## src/rtl/tone_detector_iq.sv

```systemverilog
// Quadrature tone analyzer: mixes a sample stream with a reference cos/sin pair and integrates I/Q per window.
// Optional magnitude/detect stage enabled by defining TONE_MAG_EN.
`timescale 1ns/1ps
module tone_detector_iq #(
  parameter int unsigned DATA_W = 18,
  parameter int unsigned REF_W  = 16,
  parameter int unsigned N_LOG2 = 10
) (
  input  logic                            clk,
  input  logic                            rst,
  input  logic                            i_valid,
  input  logic [DATA_W-1:0]               i_sample,
  input  logic [REF_W-1:0]                i_cos,
  input  logic [REF_W-1:0]                i_sin,
  input  logic                            i_clear,
  input  logic [DATA_W+REF_W+N_LOG2:0]    i_thresh,
  output logic [DATA_W+REF_W+N_LOG2-1:0]  o_i,
  output logic [DATA_W+REF_W+N_LOG2-1:0]  o_q,
  output logic                            o_valid,
  output logic [DATA_W+REF_W+N_LOG2:0]    o_mag,
  output logic                            o_mag_valid,
  output logic                            o_detect
);

  localparam int unsigned PROD_W = DATA_W + REF_W;
  localparam int unsigned ACC_W  = DATA_W + REF_W + N_LOG2;
  localparam int unsigned MAG_W  = ACC_W + 1;
  localparam int unsigned WIN    = 1 << N_LOG2;

  logic signed [PROD_W-1:0] w_prod_i;
  logic signed [PROD_W-1:0] w_prod_q;
  logic                     w_dump;

  logic [N_LOG2-1:0]        r_cnt;
  logic                     r_v1;
  logic                     r_last1;
  logic signed [PROD_W-1:0] r_prod_i;
  logic signed [PROD_W-1:0] r_prod_q;
  logic signed [ACC_W-1:0]  r_acc_i;
  logic signed [ACC_W-1:0]  r_acc_q;
  logic signed [ACC_W-1:0]  r_o_i;
  logic signed [ACC_W-1:0]  r_o_q;
  logic                     r_o_valid;

  assign w_prod_i = PROD_W'($signed(i_sample)) * PROD_W'($signed(i_cos));
  assign w_prod_q = PROD_W'($signed(i_sample)) * PROD_W'($signed(i_sin));
  assign w_dump   = r_v1 && r_last1;

  // Stage 1: multiply and window position; a sample presented with i_clear is dropped.
  always_ff @(posedge clk) begin
    if (rst) begin
      r_cnt    <= '0;
      r_v1     <= 1'b0;
      r_last1  <= 1'b0;
      r_prod_i <= '0;
      r_prod_q <= '0;
    end else if (i_clear) begin
      r_cnt   <= '0;
      r_v1    <= 1'b0;
      r_last1 <= 1'b0;
    end else begin
      r_v1    <= i_valid;
      r_last1 <= i_valid && (r_cnt == N_LOG2'(WIN - 1));
      if (i_valid) begin
        r_prod_i <= w_prod_i;
        r_prod_q <= w_prod_q;
        r_cnt    <= r_cnt + N_LOG2'(1);
      end
    end
  end

  // Stage 2: integrate; a dump already in flight completes even under i_clear.
  always_ff @(posedge clk) begin
    if (rst) begin
      r_acc_i   <= '0;
      r_acc_q   <= '0;
      r_o_i     <= '0;
      r_o_q     <= '0;
      r_o_valid <= 1'b0;
    end else begin
      r_o_valid <= w_dump;
      if (w_dump) begin
        r_o_i <= r_acc_i + ACC_W'(r_prod_i);
        r_o_q <= r_acc_q + ACC_W'(r_prod_q);
      end
      if (i_clear || w_dump) begin
        r_acc_i <= '0;
        r_acc_q <= '0;
      end else if (r_v1) begin
        r_acc_i <= r_acc_i + ACC_W'(r_prod_i);
        r_acc_q <= r_acc_q + ACC_W'(r_prod_q);
      end
    end
  end

  assign o_i     = r_o_i;
  assign o_q     = r_o_q;
  assign o_valid = r_o_valid;

`ifdef TONE_MAG_EN
  logic [MAG_W-1:0] w_i_ext;
  logic [MAG_W-1:0] w_q_ext;
  logic [MAG_W-1:0] w_abs_i;
  logic [MAG_W-1:0] w_abs_q;
  logic [MAG_W-1:0] w_max;
  logic [MAG_W-1:0] w_min;
  logic [MAG_W-1:0] w_mag;
  logic [MAG_W-1:0] r_mag;
  logic             r_mag_valid;
  logic             r_detect;

  // Absolute values are one bit wider so the most-negative sum does not wrap.
  assign w_i_ext = {r_o_i[ACC_W-1], r_o_i};
  assign w_q_ext = {r_o_q[ACC_W-1], r_o_q};
  assign w_abs_i = r_o_i[ACC_W-1] ? MAG_W'(-w_i_ext) : w_i_ext;
  assign w_abs_q = r_o_q[ACC_W-1] ? MAG_W'(-w_q_ext) : w_q_ext;
  assign w_max   = (w_abs_i >= w_abs_q) ? w_abs_i : w_abs_q;
  assign w_min   = (w_abs_i >= w_abs_q) ? w_abs_q : w_abs_i;
  assign w_mag   = w_max + (w_min >> 1);

  // Stage 3: alpha-max-beta-min magnitude and threshold compare.
  always_ff @(posedge clk) begin
    if (rst) begin
      r_mag       <= '0;
      r_mag_valid <= 1'b0;
      r_detect    <= 1'b0;
    end else begin
      r_mag_valid <= r_o_valid;
      if (r_o_valid) begin
        r_mag    <= w_mag;
        r_detect <= (w_mag >= i_thresh);
      end
    end
  end

  assign o_mag       = r_mag;
  assign o_mag_valid = r_mag_valid;
  assign o_detect    = r_detect;
`else
  logic w_unused_thresh;

  assign w_unused_thresh = ^i_thresh;
  assign o_mag           = '0;
  assign o_mag_valid     = 1'b0;
  assign o_detect        = 1'b0;
`endif

endmodule

```

## config.mk

```make
export PLATFORM = sky130hd
export DESIGN_NAME = tone_detector_iq
export DESIGN_NICKNAME = d
export VERILOG_FILES = /design/src/rtl/tone_detector_iq.sv
export SDC_FILE = /design/constraint.sdc
export NUM_CORES = 2
export LEC_CHECK = 0
export ABC_CLOCK_PERIOD_IN_PS = 10500
export CAP_MARGIN = 20
export CORE_ASPECT_RATIO = 1.75
export CORE_MARGIN = 1
export CORE_UTILIZATION = 44
export DETAILED_ROUTE_END_ITERATION = 7
export GPL_TIMING_DRIVEN = 1
export PLACE_DENSITY = 0.71
export SKIP_CTS_REPAIR_TIMING = 1
export SLEW_MARGIN = 10
export SYNTH_ARGS = -nofsm -noshare
export SYNTH_HDL_FRONTEND = slang
export SYNTH_SLANG_ARGS = --single-unit
```

## constraint.sdc

```tcl
create_clock -name clk -period 10.5 [get_ports clk]
set_input_delay 2.1 -clock clk [delete_from_list [all_inputs] [get_ports clk]]
set_output_delay 2.1 -clock clk [all_outputs]
set_load 0.005 [all_outputs]
```

==> flow_summary_export.csv <==
group,metric,value,unit
timing,slew_headroom,0.342,
timing,hold_viol_final,0,
timing,clock_skew,0.0170,ns
worst_setup_path,cp-start-kind,"input port",
power_and_ir_drop,p_leak,18.2,nW
yosys,synth.most_common_cell,"inv_1",
yosys,synth_top_flop_cell,"dfxtp_1",
worst_setup_path,required,10.91,ns
layout,finalNetCount,5043,
worst_setup_path,cp_max_fo,14,
layout,area_growth,8.27,%
power_and_ir_drop,power,14.0,mW
yosys,yosysWarningCount,0,
power_and_ir_drop,switching_share,0.515,
detailed_routing,drc,0,
detailed_routing,vias,27500,
detailed_routing,vias_per_cell,5.33,
worst_setup_path,crit_arrival,9.39,ns
die,initial_utilization,0.445,
timing,finalSetupTns,0,ns
layout,n_antenna_cell,0,
worst_setup_path,cpMostUsedCell,"fa_1",
clocking,clockBufferDepth,3,
power_and_ir_drop,p_seq_frac,0.080,
worst_setup_path,crit_slowest_cell,"clkdlybuf4s50_1",
global_routing,track_usage,0.230,
yosys,yosysTopAreaCellShare,0.328,
yosys,synth_seq_area_share,0.145,
global_routing,grt_pass1_wl,150000,um
yosys,syn_avg_cell_area,8.70,um2
timing,timing.final.crit_share,0.855,
clocking,cts_inserted_buffers,22,
hold_path,holdPathEnd,"o_i[22]",
timing,tightestPinTransition,0.983,ns
clocking,clkTransAtPathRegs,0.07,ns
hold_path,hold_depth,2,
power_and_ir_drop,irDropWorstVdd,0.418,mV
layout,layout-drive-gt1-share,0.0320,
die,ios,235,
layout,final_area,38400,um2
placement,dpl-instance-area,37700,um2
worst_setup_path,crit_type,"input port to flop",
worst_setup_path,r2r_end,"o_i[30]",
outcome,outcome,"completed",
die,die_w,217,um
power_and_ir_drop,p_comb_frac,0.857,
worst_setup_path,worst_setup_path_end_kind,"flop",
timing,period_minus_slack,8.98,ns
die,rows,137,
timing,whs,0.453,ns
die,die-area,81800,um2
yosys,synth_top_area_cell,"fa_1",
placement,gp_congestion,0.899,
clocking,clock_latency,0.56,ns
worst_setup_path,r2r_cells,13,
layout,final_util,0.482,
clocking,cts.sinks,257,
worst_setup_path,rrSetupSlack,6.69,ns
detailed_routing,wl,91800,um
worst_setup_path,slowest_delay,1.10,ns
detailed_routing,drtIter0Drc,1538,
timing,rsz0062_at_grt,"no",
timing,finalSetupViolCount,0,
global_routing,antenna_found_initial,0,
yosys,synth_common_cells,"inv_1 (659), nand2_1 (593), fa_1 (582)",
yosys,netlist_area,35500,um2
global_routing,overflow,0,
hold_path,hold_path_class,"flop to flop",
clocking,tritoncts,"done",
die,die_h,378,um
hold_path,worstHoldStart,"o_i[22]",
worst_setup_path,rr_startpoint,"r_prod_i[0]",
power_and_ir_drop,netSwitchingPower,7.22,mW
placement,io_buffers,142,
power_and_ir_drop,power_density,365,nW/um2
global_routing,grt_max_degree,96,
global_routing,grt_pass1_vias,29400,
detailed_routing,drtAntennaViolNets,0,
power_and_ir_drop,p_clk_frac,0.063,
yosys,async_flop_share,0,
flow_run,max-cap-violations,0,
yosys,synthTopCellsByArea,"fa_1 (33%), dfxtp_1 (14%), ha_1 (9.1%), inv_1 (7.0%), nand2_1 (6.3%)",
timing,clock.fmax,0.111,GHz
yosys,synth_edf_count,0,
die,core,79700,um2
timing,slew_violations,0,
placement,hpwlAfterDp,73500,um
detailed_routing,firstDrtPassIters,5,
detailed_routing,routedWlPerCell,17.8,um
yosys,ys_seq_elements,257,
clocking,clockRootBuffer,"clkbuf_16",
clocking,h-tree-depth,1,
yosys,syn_inst,4080,
yosys,synth.distinct_cells,89,
power_and_ir_drop,internal-power,6.79,mW
-- how the worst max path moves through the flow --
stage                 from  slack (ns)           end  depth (start not counted)
2_1_floorplan     i_sin[7]        2.32  r_prod_q[33]                         25
3_3_place_gp   i_sample[6]        1.06  r_prod_q[33]                         25
3_5_place_dp   i_sample[6]        0.98  r_prod_q[33]                         25
4_1_cts        i_sample[6]        1.54  r_prod_q[33]                         25
5_1_grt        i_sample[6]        1.12  r_prod_q[33]                         25
6_report       i_sample[6]        1.52  r_prod_q[33]                         25
-- power groups by stage --
stage	registers, mW	logic [mW]	clock network (mW)
2_1_floorplan	1.11	9.37	0
3_3_place_gp	1.14	11.7	0
3_5_place_dp	1.14	12.0	0
4_1_cts	1.11	12.0	0.909
5_1_grt	1.12	13.6	0.945
6_report	1.12	12.0	0.889
-- registers in the layout (all words and copies together) (netlist names) --
| register | count |
|---|---|
| o_i | 44 |
| r_prod_i | 34 |
| r_acc_q | 44 |
| r_cnt | 10 |
| r_last1 | 1 |
| r_v1 | 1 |
| o_valid | 1 |
| r_acc_i | 44 |
| o_q | 44 |
| r_prod_q | 34 |
-- metrics by stage --
step	setup WS, ns	std cells
after detailed placement	0.983	5121
after floorplan	2.32	4126
final	1.52	5161
after global placement	1.06	5121
after global routing	1.12	5161
after CTS	1.54	5161
-- cell type report --
cell class | count | area [um2]
flip-flops and latches | 257 | 5150
inverters | 659 | 2470
well taps | 1042 | 1300
clock buffers | 25 | 593
repair buffers | 194 | 1820
fillers | 7606 | 41300
clock inverters | 15 | 178
multi-input cells | 2969 | 26900
-- cell families after synthesis --
kind of cell    share of synthesized area
compound gates                      0.108
xor+xnor                           0.0350
fa+ha+maj                           0.420
buf+inv                             0.102
flops                               0.145
mux                                0.0203
other cells                      0.000106
simple gates                        0.170
-- layer usage --
metal  vias to the layer above  GRT usage  share of wire
met1                     13600      0.261           0.38
met2                       846      0.430           0.52
li1                      12800          -              -
met4                         0      0.113          0.051
met3                       219     0.0179          0.046
met5                         -          0              0
-- layout by cell type, fill, tap and decap left out, types with 6 or more instances in the layout --
master and n:
xor2_1 44, o211ai_1 13, inv_1 659, o31ai_1 10
o311ai_1 6, and2_1 278, a21o_1 78, dfxtp_1 256
or3_1 13, nor2b_1 14, a211oi_1 34, o21a_1 18
o21bai_1 19, xnor2_1 98, nor4_1 7, ha_1 259
a31oi_1 15, a21oi_1 239, nor2_1 169, nand2b_1 23
o21ai_0 75, mux2i_1 72, nor3_1 31, clkdlybuf4s50_1 140
fa_1 582, clkbuf_16 23, nand3_1 67, conb_1 47
nand2_1 591, a31o_2 7, buf_4 52, nand4_1 21
and3_1 25, or4_1 8
-- worst max-delay path, delay by kind of cell --
family,cells,cell delay [ns]
adder cells (fa/ha/maj),7,3.33
AO/OA/AOI/OAI,9,2.04
buffers and inverters,7,1.65
multiplexers,1,0.18
AND/OR/NAND/NOR,1,0.09
No activity file was read; power rests on OpenSTA's default activity.
